--- src/rtl/contador_secuencia_pkg.sv ---
// ---------------------------------------------------------------------------
// contador_secuencia_pkg
// Shared constants for the arbitrary-sequence counter:
//   - STATE_W / estado_t : width and type of the counter state
//   - S0..S7             : the sequence members, in index order
//   - PRESCALE_MIN/MAX   : legal range of the prescaler parameter
// ---------------------------------------------------------------------------
package contador_secuencia_pkg;

  localparam int STATE_W = 4;

  typedef logic [STATE_W-1:0] estado_t;

  localparam estado_t S0 = 4'd0;
  localparam estado_t S1 = 4'd3;
  localparam estado_t S2 = 4'd5;
  localparam estado_t S3 = 4'd6;
  localparam estado_t S4 = 4'd9;
  localparam estado_t S5 = 4'd10;
  localparam estado_t S6 = 4'd12;
  localparam estado_t S7 = 4'd15;

  localparam int PRESCALE_MIN = 1;
  localparam int PRESCALE_MAX = 16;

endpackage

--- src/rtl/contador_secuencia_if.sv ---
// ---------------------------------------------------------------------------
// contador_secuencia_if
// Control/data bundle of the sequence counter.
//   i_en    : count enable (qualifies prescaler advance)
//   i_up    : 1 = forward through the sequence, 0 = backward
//   i_load  : synchronous load of i_d, overrides i_en
//   i_d     : load value (any 4-bit value)
//   o_q     : counter state
//   o_nq    : registered complement of o_q
//   o_wrap  : one-cycle pulse after a sequence wrap
//   o_fuera : o_q is not a sequence member (combinational)
// master drives the controls, slave is the counter.
// ---------------------------------------------------------------------------
interface contador_secuencia_if;
  import contador_secuencia_pkg::*;

  logic    i_en;
  logic    i_up;
  logic    i_load;
  estado_t i_d;
  estado_t o_q;
  estado_t o_nq;
  logic    o_wrap;
  logic    o_fuera;

  modport master (
    output i_en, i_up, i_load, i_d,
    input  o_q, o_nq, o_wrap, o_fuera
  );

  modport slave (
    input  i_en, i_up, i_load, i_d,
    output o_q, o_nq, o_wrap, o_fuera
  );

endinterface

--- src/rtl/contador_secuencia_secuencia_siguiente.sv ---
// ---------------------------------------------------------------------------
// secuencia_siguiente
// Combinational next-state logic of the sequence counter.
//   i_cur    : current state
//   i_up     : direction (1 = forward, 0 = backward)
//   o_next   : state after one step
//   o_wrap_n : the step from i_cur in direction i_up wraps the sequence
//   o_fuera  : i_cur is not a sequence member
// Out-of-sequence states recover to the smallest member above them,
// independent of direction, and never flag a wrap.
// ---------------------------------------------------------------------------
module secuencia_siguiente
  import contador_secuencia_pkg::*;
(
  input  estado_t i_cur,
  input  logic    i_up,
  output estado_t o_next,
  output logic    o_wrap_n,
  output logic    o_fuera
);

  // Member successor/predecessor lookup plus recovery mapping; all 16
  // encodings are listed so every state has a defined successor.
  always_comb begin
    o_next   = S0;
    o_wrap_n = 1'b0;
    o_fuera  = 1'b0;
    case (i_cur)
      S0: begin
        o_next   = i_up ? S1 : S7;
        o_wrap_n = ~i_up;
      end
      S1: o_next = i_up ? S2 : S0;
      S2: o_next = i_up ? S3 : S1;
      S3: o_next = i_up ? S4 : S2;
      S4: o_next = i_up ? S5 : S3;
      S5: o_next = i_up ? S6 : S4;
      S6: o_next = i_up ? S7 : S5;
      S7: begin
        o_next   = i_up ? S0 : S6;
        o_wrap_n = i_up;
      end
      4'd1, 4'd2: begin
        o_next  = S1;
        o_fuera = 1'b1;
      end
      4'd4: begin
        o_next  = S2;
        o_fuera = 1'b1;
      end
      4'd7, 4'd8: begin
        o_next  = S4;
        o_fuera = 1'b1;
      end
      4'd11: begin
        o_next  = S6;
        o_fuera = 1'b1;
      end
      4'd13, 4'd14: begin
        o_next  = S7;
        o_fuera = 1'b1;
      end
      default: begin
        o_next   = S0;
        o_wrap_n = 1'b0;
        o_fuera  = 1'b0;
      end
    endcase
  end

endmodule

--- src/rtl/contador_secuencia.sv ---
// ---------------------------------------------------------------------------
// contador_secuencia
// State-register stage of the arbitrary-sequence counter
// (0, 3, 5, 6, 9, 10, 12, 15).
//   PRESCALE : enabled cycles per step, 1..16
//   clk      : rising-edge clock
//   nReset   : asynchronous active-low reset
//   bus      : contador_secuencia_if.slave (controls in, Q/nQ/wrap/fuera out)
// Priority: nReset > load > step > hold.
// ---------------------------------------------------------------------------
module contador_secuencia
  import contador_secuencia_pkg::*;
#(
  parameter int PRESCALE = 1
) (
  input  logic                  clk,
  input  logic                  nReset,
  contador_secuencia_if.slave   bus
);

  estado_t r_q;
  estado_t r_nq;
  logic    r_wrap;
  logic    w_step;
  estado_t w_next;
  logic    w_wrapN;
  logic    w_fuera;

  secuencia_siguiente u_siguiente (
    .i_cur    (r_q),
    .i_up     (bus.i_up),
    .o_next   (w_next),
    .o_wrap_n (w_wrapN),
    .o_fuera  (w_fuera)
  );

  if (PRESCALE < PRESCALE_MIN || PRESCALE > PRESCALE_MAX) begin : g_badPrescale
    $error("contador_secuencia: PRESCALE out of range");
  end

  if (PRESCALE == 1) begin : g_noPc
    // Without prescaling every enabled cycle is a step.
    assign w_step = bus.i_en;
  end else begin : g_pc
    localparam int PC_W = $clog2(PRESCALE);
    localparam logic [PC_W-1:0] PC_LAST = PC_W'(PRESCALE - 1);

    logic [PC_W-1:0] r_pc;

    assign w_step = bus.i_en && (r_pc == PC_LAST);

    // Prescaler: load restarts the count so the next step needs a full
    // PRESCALE enabled cycles.
    always_ff @(posedge clk or negedge nReset) begin
      if (!nReset) begin
        r_pc <= '0;
      end else if (bus.i_load) begin
        r_pc <= '0;
      end else if (bus.i_en) begin
        r_pc <= (r_pc == PC_LAST) ? '0 : r_pc + 1'b1;
      end
    end
  end

  // Counter state; nQ is registered from the same source as Q so the two
  // never disagree, and wrap is a single-cycle pulse cleared on every
  // non-step cycle.
  always_ff @(posedge clk or negedge nReset) begin
    if (!nReset) begin
      r_q    <= S0;
      r_nq   <= ~S0;
      r_wrap <= 1'b0;
    end else if (bus.i_load) begin
      r_q    <= bus.i_d;
      r_nq   <= ~bus.i_d;
      r_wrap <= 1'b0;
    end else if (w_step) begin
      r_q    <= w_next;
      r_nq   <= ~w_next;
      r_wrap <= w_wrapN;
    end else begin
      r_wrap <= 1'b0;
    end
  end

  assign bus.o_q     = r_q;
  assign bus.o_nq    = r_nq;
  assign bus.o_wrap  = r_wrap;
  assign bus.o_fuera = w_fuera;

endmodule
--- src/flat_wrapper.sv ---
// flat-port wrapper written by rule: the top's interface ports become plain ports
module contador_secuencia_flat import contador_secuencia_pkg::*;
#(
  parameter int PRESCALE = 1
)
  (clk, nReset, bus_i_en, bus_i_up, bus_i_load, bus_i_d, bus_o_q, bus_o_nq, bus_o_wrap, bus_o_fuera);
  contador_secuencia_if bus_i ();
  input  logic clk;
  input  logic nReset;
  input wire logic [$bits(bus_i.i_en)-1:0] bus_i_en;
  input wire logic [$bits(bus_i.i_up)-1:0] bus_i_up;
  input wire logic [$bits(bus_i.i_load)-1:0] bus_i_load;
  input wire logic [$bits(bus_i.i_d)-1:0] bus_i_d;
  output wire logic [$bits(bus_i.o_q)-1:0] bus_o_q;
  output wire logic [$bits(bus_i.o_nq)-1:0] bus_o_nq;
  output wire logic [$bits(bus_i.o_wrap)-1:0] bus_o_wrap;
  output wire logic [$bits(bus_i.o_fuera)-1:0] bus_o_fuera;
  assign bus_i.i_en = bus_i_en;
  assign bus_i.i_up = bus_i_up;
  assign bus_i.i_load = bus_i_load;
  assign bus_i.i_d = bus_i_d;
  assign bus_o_q = bus_i.o_q;
  assign bus_o_nq = bus_i.o_nq;
  assign bus_o_wrap = bus_i.o_wrap;
  assign bus_o_fuera = bus_i.o_fuera;
  contador_secuencia #(.PRESCALE(PRESCALE)) u_core (.clk(clk), .nReset(nReset), .bus(bus_i));
endmodule
--- config.mk ---
export PLATFORM = sky130hd
export DESIGN_NAME = contador_secuencia_flat
export DESIGN_NICKNAME = d
export VERILOG_FILES = /design/src/rtl/contador_secuencia_pkg.sv /design/src/rtl/contador_secuencia_if.sv /design/src/rtl/contador_secuencia_secuencia_siguiente.sv /design/src/rtl/contador_secuencia.sv /design/src/flat_wrapper.sv
export SDC_FILE = /design/constraint.sdc
export NUM_CORES = 1
export LEC_CHECK = 0
export CORE_UTILIZATION = 41
export DETAILED_ROUTE_END_ITERATION = 12
export PLACE_DENSITY = 0.72
export SYNTH_ARGS = -nofsm -noshare
export SYNTH_HDL_FRONTEND = slang
export SYNTH_SLANG_ARGS = --single-unit
--- constraint.sdc ---
create_clock -name clk -period 1.5 [get_ports clk]
set_input_delay 0.15 -clock clk [delete_from_list [all_inputs] [get_ports clk]]
set_output_delay 0.15 -clock clk [all_outputs]
set_load 0.03 [all_outputs]
==> results of run 1 <==
==> stage by stage <==
| stage | instance area, um^2 | hold WS (ns) | total power, mW | utilization (%) | setup TNS [ns] |
|---|---|---|---|---|---|
| floorplan | 666 | -0.146 | 0.623 | - | -0.0653 |
| global placement | 893 | 0.478 | 0.779 | 59.3 | -0.727 |
| detailed placement | 893 | 0.491 | 0.784 | 59.3 | -0.808 |
| CTS | 940 | 0.207 | 0.979 | 62.4 | 0 |
| global route | 990 | 0.223 | 1.09 | 65.7 | -0.113 |
| finish | 990 | 0.189 | 1.02 | 65.7 | 0 |
==> logic make-up (layout without fill, tap and decap cells) <==
family | after synthesis | count (layout)
mux | 1 | 1
compound gates | 24 | 24
xor+xnor | 3 | 3
flops | 9 | 9
buf+inv | 10 | 41
simple gates | 25 | 25
==> worst min-delay path by stage <==
stage	startpoint	end	slack [ns]
after floorplan	nReset	u_core.bus.o_q[0]	-0.15
after global placement	nReset	u_core.bus.o_wrap	0.48
after detailed placement	nReset	u_core.bus.o_wrap	0.49
after CTS	nReset	u_core.bus.o_q[3]	0.21
after global routing	nReset	u_core.bus.o_q[3]	0.22
final	nReset	u_core.bus.o_q[3]	0.19
==> registers in the layout (all words and copies together) (netlist names) <==
name	flops
u_core.bus.o_wrap	1
u_core.bus.o_nq	4
u_core.bus.o_q	4
==> critical path, cell delays in order (launching register included) <==
cell     delay (ns)
dfrtp_2        0.46
or3_4          0.40
a21oi_2        0.15
nor3_2         0.06
a311o_1        0.31
==> power by group through the flow <==
| stage | Combinational, mW | Sequential [mW] | Clock, mW |
|---|---|---|---|
| detailed placement | 0.455 | 0.329 | 0 |
| floorplan | 0.249 | 0.374 | 0 |
| global placement | 0.450 | 0.328 | 0 |
| finish | 0.509 | 0.326 | 0.189 |
| CTS | 0.460 | 0.324 | 0.196 |
| global route | 0.548 | 0.332 | 0.208 |
==> Yosys cell counts <==
cell type	count	area share, %
nor2_1	6	3.4
dfrtp_1	5	19
nand2_1	5	2.9
o21ai_0	5	3.8
dfstp_2	4	16
nor3_1	4	3.1
a21oi_1	3	2.3
inv_1	3	1.7
nand3b_1	3	3.4
a311o_1	2	3.1
clkbuf_8	2	4.2
nand2b_1	2	1.9
xnor2_1	2	2.7
a211oi_1	1	1.1
a21oi_2	1	1.3
a221oi_1	1	1.3
a22oi_1	1	1.1
a2bb2oi_1	1	1.3
and4_1	1	1.3
buf_2	1	0.76
buf_4	1	1.1
buf_6	1	1.7
clkbuf_1	1	0.57
clkbuf_2	1	0.76
mux2_2	1	1.7
nor2b_1	1	0.95
nor3_2	1	1.5
o211a_1	1	1.5
o211ai_1	1	1.1
o21a_1	1	1.1
o21ba_2	1	1.5
o22ai_1	1	0.95
o2bb2ai_1	1	1.3
o31a_1	1	1.3
o31ai_1	1	1.1
o41ai_1	1	1.3
or2b_1	1	1.1
or3_4	1	1.7
xor2_1	1	1.3
==> cell type report <==
cell class,count,area [um^2]
well taps,16,20.0
clock buffers,4,26.3
flip-flops and latches,9,235
fillers,144,517
multi-input cells,53,405
inverters,3,11.3
repair buffers,34,292
==> repair_timing <==
| action | CTS | global route |
|---|---|---|
| endpoints found under the setup margin | 9 | 6 |
| gates cloned | 0 | 0 |
| hold buffers | 0 | 0 |
| resized for setup | 9 | 15 |
| pin swaps | 0 | 2 |
| setup buffers | 3 | 1 |
==> layer usage <==
layer | vias to the layer above | routed length [um] | global-route usage [%]
met5 | - | 0 | 0
li1 | 323 | - | -
met4 | 0 | 11 | 5.81
met3 | 2 | 59 | 3.88
met2 | 12 | 702 | 29.1
met1 | 308 | 759 | 28.8
==> impl_metrics.py, run 1 <==
metrics = {
    "detailed_routing": {
        "vias_per_cell": 5.42,
        "dr.pass1.iters": 4,
        "drtAntennaViolNets": 0,
        "drcViolationCount": 0,
        "vias": 645,
        "wl_um": 1530,
        "first_iter_violations": 5,
        "wl_per_cell_um": 12.9,
    },
    "worst_setup_path": {
        "critPathArrivalTime_ns": 1.63,
        "r2r-start": "u_core.bus.o_q[0]",
        "end_kind": "register",
        "cp-start-kind": "register",
        "reg2reg_depth": 4,
        "r2r-end": "u_core.bus.o_nq[2]",
        "critical_path.endpoint": "u_core.bus.o_nq[2]",
        "cp_max_fo": 8,
        "cp-startpoint": "u_core.bus.o_q[0]",
        "critPathRequiredTime_ns": 1.68,
        "path_class": "reg -> reg",
        "reg2reg_setup_slack_ns": 0.05,
    },
    "pwr": {
        "internal_power_mw": 0.640,
        "seq_power_share_pct": 31.8,
        "pwr-share-clk_pct": 18.4,
        "swShare_pct": 37.5,
        "p_comb_share_pct": 49.8,
        "powerDensity_mw_per_mm2": 1030,
        "p_switching_mw": 0.384,
        "p_leak_nw": 0.426,
        "ir_worst_vdd_v": 0.000533,
    },
    "synth": {
        "ys_seq_area_share_pct": 35.1,
        "yosysUniqueCellTypes": 39,
        "synth_top_family_by_area": "compound AO/OA/AOI/OAI gates",
        "syn_area_um2": 656,
        "synthAdderAreaFrac_pct": 0,
        "avgSynthCellArea_um2": 9.11,
        "ys_seq_elements": 9,
        "synthSimpleGateAreaFrac_pct": 21.4,
        "synth_compound_area_share_pct": 26.9,
        "synth_fp_nets": 81,
        "yosysWarnings": 0,
        "synthCells": 72,
        "synth_mux_area_share_pct": 1.72,
        "synthXorXnorAreaFrac_pct": 4.01,
    },
    "floorplan": {
        "die_h_um": 42.0,
        "initial_core_util_pct": 43.5,
        "row_count": 14,
        "fp.dieW_um": 42.0,
        "io_pins": 19,
        "die_area_mm2": 0.00176,
        "coreArea_mm2": 0.00151,
    },
    "placed_design": {
        "pre_cts_slack_ns": -0.221,
        "dp_cells": 111,
        "gp_congestion": 0.827,
        "dp_hpwl_um": 1090,
        "io_buffers": 18,
    },
    "clock_tree": {
        "cts_tree": "yes",
        "clockBufferDepth": 2,
        "htreeDepth": 1,
        "path_clk_slew_ns": 0.06,
        "clkSinkCount": 9,
        "cts_root_buf": "clkbuf_4",
        "cts_inserted_buffers": 3,
        "clkLatencyLatePin_ns": 0.26,
    },
    "flow_run": {
        "cap_violations": 0,
    },
    "sta": {
        "min_period_ns": 1.45,
        "max_freq_mhz": 690,
        "hold_viol": 0,
        "rsz0062_at_grt": "true",
        "fin_ws_ns": 0.0508,
        "finalClockSkew_ns": 0.00227,
        "setup_violations": 0,
        "period_share_pct": 96.6,
        "tightestPinTransition_ns": 0.409,
        "drv_slew": 0,
        "maxSlewHeadroom_pct": 72.6,
    },
    "global_route": {
        "grt_pass1_wl_um": 2660,
        "grt_pass1_vias": 613,
        "antenna_found_initial": 0,
        "grt-ovfl-total": 0,
        "grt_max_degree": 11,
        "grt_use_total_pct": 19.6,
    },
    "cells_and_area": {
        "syn_to_final_growth_pct": 51.0,
        "final_cell_mix": "15 x buf_4, 9 x clkdlybuf4s50_1, 7 x dlygate4sd2_1, 6 x nor2_1, 5 x nand2_1",
        "antennaDiodeCount": 0,
        "nets": 113,
        "final_cells": 119,
        "final_common_cell": "buf_4",
        "drive_gt1_share_pct": 38.8,
    },
    "worst_hold_path": {
        "worstHoldPathType": "in -> async",
    },
    "run_status": {
        "status": "completed",
    },
}
(Power assumes the default switching activity.)
==> run 2: changes to the inputs <==
--- a/config.mk
+++ b/config.mk
@@ -7,6 +7,7 @@
 export LEC_CHECK = 0
 export CORE_UTILIZATION = 41
 export DETAILED_ROUTE_END_ITERATION = 12
+export GPL_TIMING_DRIVEN = 1
 export PLACE_DENSITY = 0.72
 export SYNTH_ARGS = -nofsm -noshare
 export SYNTH_HDL_FRONTEND = slang
==> results of run 2 <==
Final layout, timing and power as in run 1 (identical DEF).
==> run 3: changes to the inputs <==
--- a/config.mk
+++ b/config.mk
@@ -5,10 +5,12 @@
 export SDC_FILE = /design/constraint.sdc
 export NUM_CORES = 1
 export LEC_CHECK = 0
-export CORE_UTILIZATION = 41
+export CELL_PAD_IN_SITES_DETAIL_PLACEMENT = 1
+export CELL_PAD_IN_SITES_GLOBAL_PLACEMENT = 1
+export CORE_UTILIZATION = 30
 export DETAILED_ROUTE_END_ITERATION = 12
 export GPL_TIMING_DRIVEN = 1
-export PLACE_DENSITY = 0.72
+export PLACE_DENSITY = 0.71
 export SYNTH_ARGS = -nofsm -noshare
 export SYNTH_HDL_FRONTEND = slang
 export SYNTH_SLANG_ARGS = --single-unit
==> impl_metrics.py, run 3 (same netlist as run 1, synthesis figures left out) <==
metrics = {
    "run_status": {
        "status": "complete, but fails checks",
        "violations": "setup timing",
    },
    "worst_setup_path": {
        "reg2reg_setup_slack_ns": -0.01,
        "cp_cell_sequence": "buf_6 > xor2_4 > xnor2_2 > buf_6",
        "critPathRequiredTime_ns": 1.35,
        "end_kind": "output port",
        "crit_path_top_delay_cell": "dfrtp_2",
        "path_class": "reg -> out",
        "r2r-end": "u_core.bus.o_q[3]",
        "cp_max_fo": 6,
        "cp-start-kind": "register",
        "crit_family": "flip-flops",
        "crit_top_cell": "buf_6",
        "reg2reg_depth": 6,
        "critPathArrivalTime_ns": 1.38,
        "r2r-start": "u_core.bus.o_q[3]",
        "max_stage_delay_ns": 0.46,
        "crit_buf_inv": 2,
    },
    "cells_and_area": {
        "design_area_mm2": 0.00106,
        "final_cell_mix": "17 x buf_4, 9 x clkdlybuf4s50_1, 7 x dlygate4sd2_1, 6 x nor2_1, 5 x nand2_1",
        "final_cells": 133,
        "nets": 116,
        "drive_gt1_share_pct": 41.5,
        "final_util_pct": 53.1,
        "final_common_cell": "buf_4",
        "antennaDiodeCount": 0,
        "syn_to_final_growth_pct": 62.2,
    },
    "sta": {
        "setup_violations": 2,
        "drv_slew": 0,
        "hold_viol": 0,
        "rsz0062_at_grt": "true",
        "period_share_pct": 102,
        "finalClockSkew_ns": 0.000488,
        "min_period_ns": 1.53,
        "tightestPinTransition_ns": 0.441,
        "max_freq_mhz": 655,
        "maxSlewHeadroom_pct": 70.5,
        "fin_ws_ns": -0.0278,
    },
    "placed_design": {
        "place_area_um2": 922,
        "dp_hpwl_um": 1390,
        "gp_congestion": 0.788,
        "dp_cells": 124,
        "pre_cts_slack_ns": -0.271,
        "io_buffers": 18,
    },
    "global_route": {
        "grt_pass1_wl_um": 3260,
        "grt_max_degree": 11,
        "grt_pass1_vias": 709,
        "grt_use_total_pct": 18.1,
        "antenna_found_initial": 0,
        "grt-ovfl-total": 0,
    },
    "detailed_routing": {
        "drcViolationCount": 0,
        "wl_um": 1990,
        "drtAntennaViolNets": 0,
        "wl_per_cell_um": 15.0,
        "dr.pass1.iters": 4,
        "first_iter_violations": 14,
        "vias": 670,
        "vias_per_cell": 5.04,
    },
    "clock_tree": {
        "cts_inserted_buffers": 3,
        "cts_tree": "yes",
        "clockBufferDepth": 2,
        "htreeDepth": 1,
        "path_clk_slew_ns": 0.06,
        "cts_root_buf": "clkbuf_4",
        "clkLatencyLatePin_ns": 0.26,
        "clkSinkCount": 9,
    },
    "floorplan": {
        "die_area_mm2": 0.00238,
        "row_count": 16,
        "initial_core_util_pct": 32.8,
        "coreArea_mm2": 0.00200,
        "die_h_um": 48.8,
        "io_pins": 19,
        "fp.dieW_um": 48.8,
    },
    "pwr": {
        "finalPower_mw": 1.08,
        "powerDensity_mw_per_mm2": 1020,
        "p_leak_nw": 0.458,
        "ir_worst_vdd_v": 0.000633,
    },
    "worst_hold_path": {
        "worstHoldPathType": "in -> async",
    },
    "flow_run": {
        "cap_violations": 0,
    },
}
==> run 3: metal layers <==
layer  vias up  part of all wire [%]  global-route usage [%]
met2        13                    48                    28.9
met5         -                     0                       0
met4         0                   1.9                    9.31
li1        326                     -                       -
met1       326                    48                    23.9
met3         5                   2.6                    1.89
==> run 3: power breakdown <==
group | switching (mW) | total (mW) | internal (mW)
clock | 0.0920 | 0.195 | 0.103
combinational | 0.291 | 0.562 | 0.272
sequential | 0.0396 | 0.326 | 0.286
total | 0.422 | 1.08 | 0.661
==> run 3: worst max path at each step <==
| stage | cells past startpoint | from | slack (ns) | endpoint |
|---|---|---|---|---|
| 2_1_floorplan | 5 | u_core.bus.o_q[3] | -0.07 | u_core.bus.o_nq[2] |
| 3_5_place_dp | 6 | bus_i_up | -0.27 | u_core.bus.o_q[0] |
| 6_report | 4 | u_core.bus.o_q[3] | -0.03 | bus_o_fuera |
| 5_1_grt | 6 | u_core.bus.o_q[3] | -0.07 | u_core.bus.o_q[3] |
| 3_3_place_gp | 6 | bus_i_up | -0.22 | u_core.bus.o_q[0] |
| 4_1_cts | 5 | u_core.bus.o_q[2] | -0.08 | bus_o_fuera |
==> run 3: area by class of cell <==
type | instances | area [um^2]
fillers | 238 | 938
repair buffers | 37 | 325
multi-input cells | 53 | 432
inverters | 3 | 11.3
flip-flops and latches | 9 | 235
clock buffers | 4 | 26.3
well taps | 27 | 33.8
==> run 3: worst reg2reg max path, cell delays in order (launching register included) <==
cell	delay, ns
dfrtp_2	0.46
buf_4	0.18
buf_4	0.15
and4_1	0.21
o211ai_1	0.17
o21ai_1	0.11
a21oi_1	0.16
==> run 3: per-stage QoR <==
| stage | TNS (ns) | hold slack [ns] |
|---|---|---|
| 4_1_cts | -0.165 | 0.202 |
| 6_report | -0.0372 | 0.194 |
| 3_3_place_gp | -0.932 | 0.486 |
| 5_1_grt | -0.189 | 0.213 |
| 2_1_floorplan | -0.0653 | -0.146 |
| 3_5_place_dp | -1.12 | 0.490 |
==> run 3: what timing repair did <==
action / in CTS / in global routing
buffers inserted: 3 / 3
hold buffers: 0 / 0
gates resized for setup: 12 / 15
pin swaps: 1 / 5
gates cloned: 0 / 0
setup endpoints to repair: 12 / 8
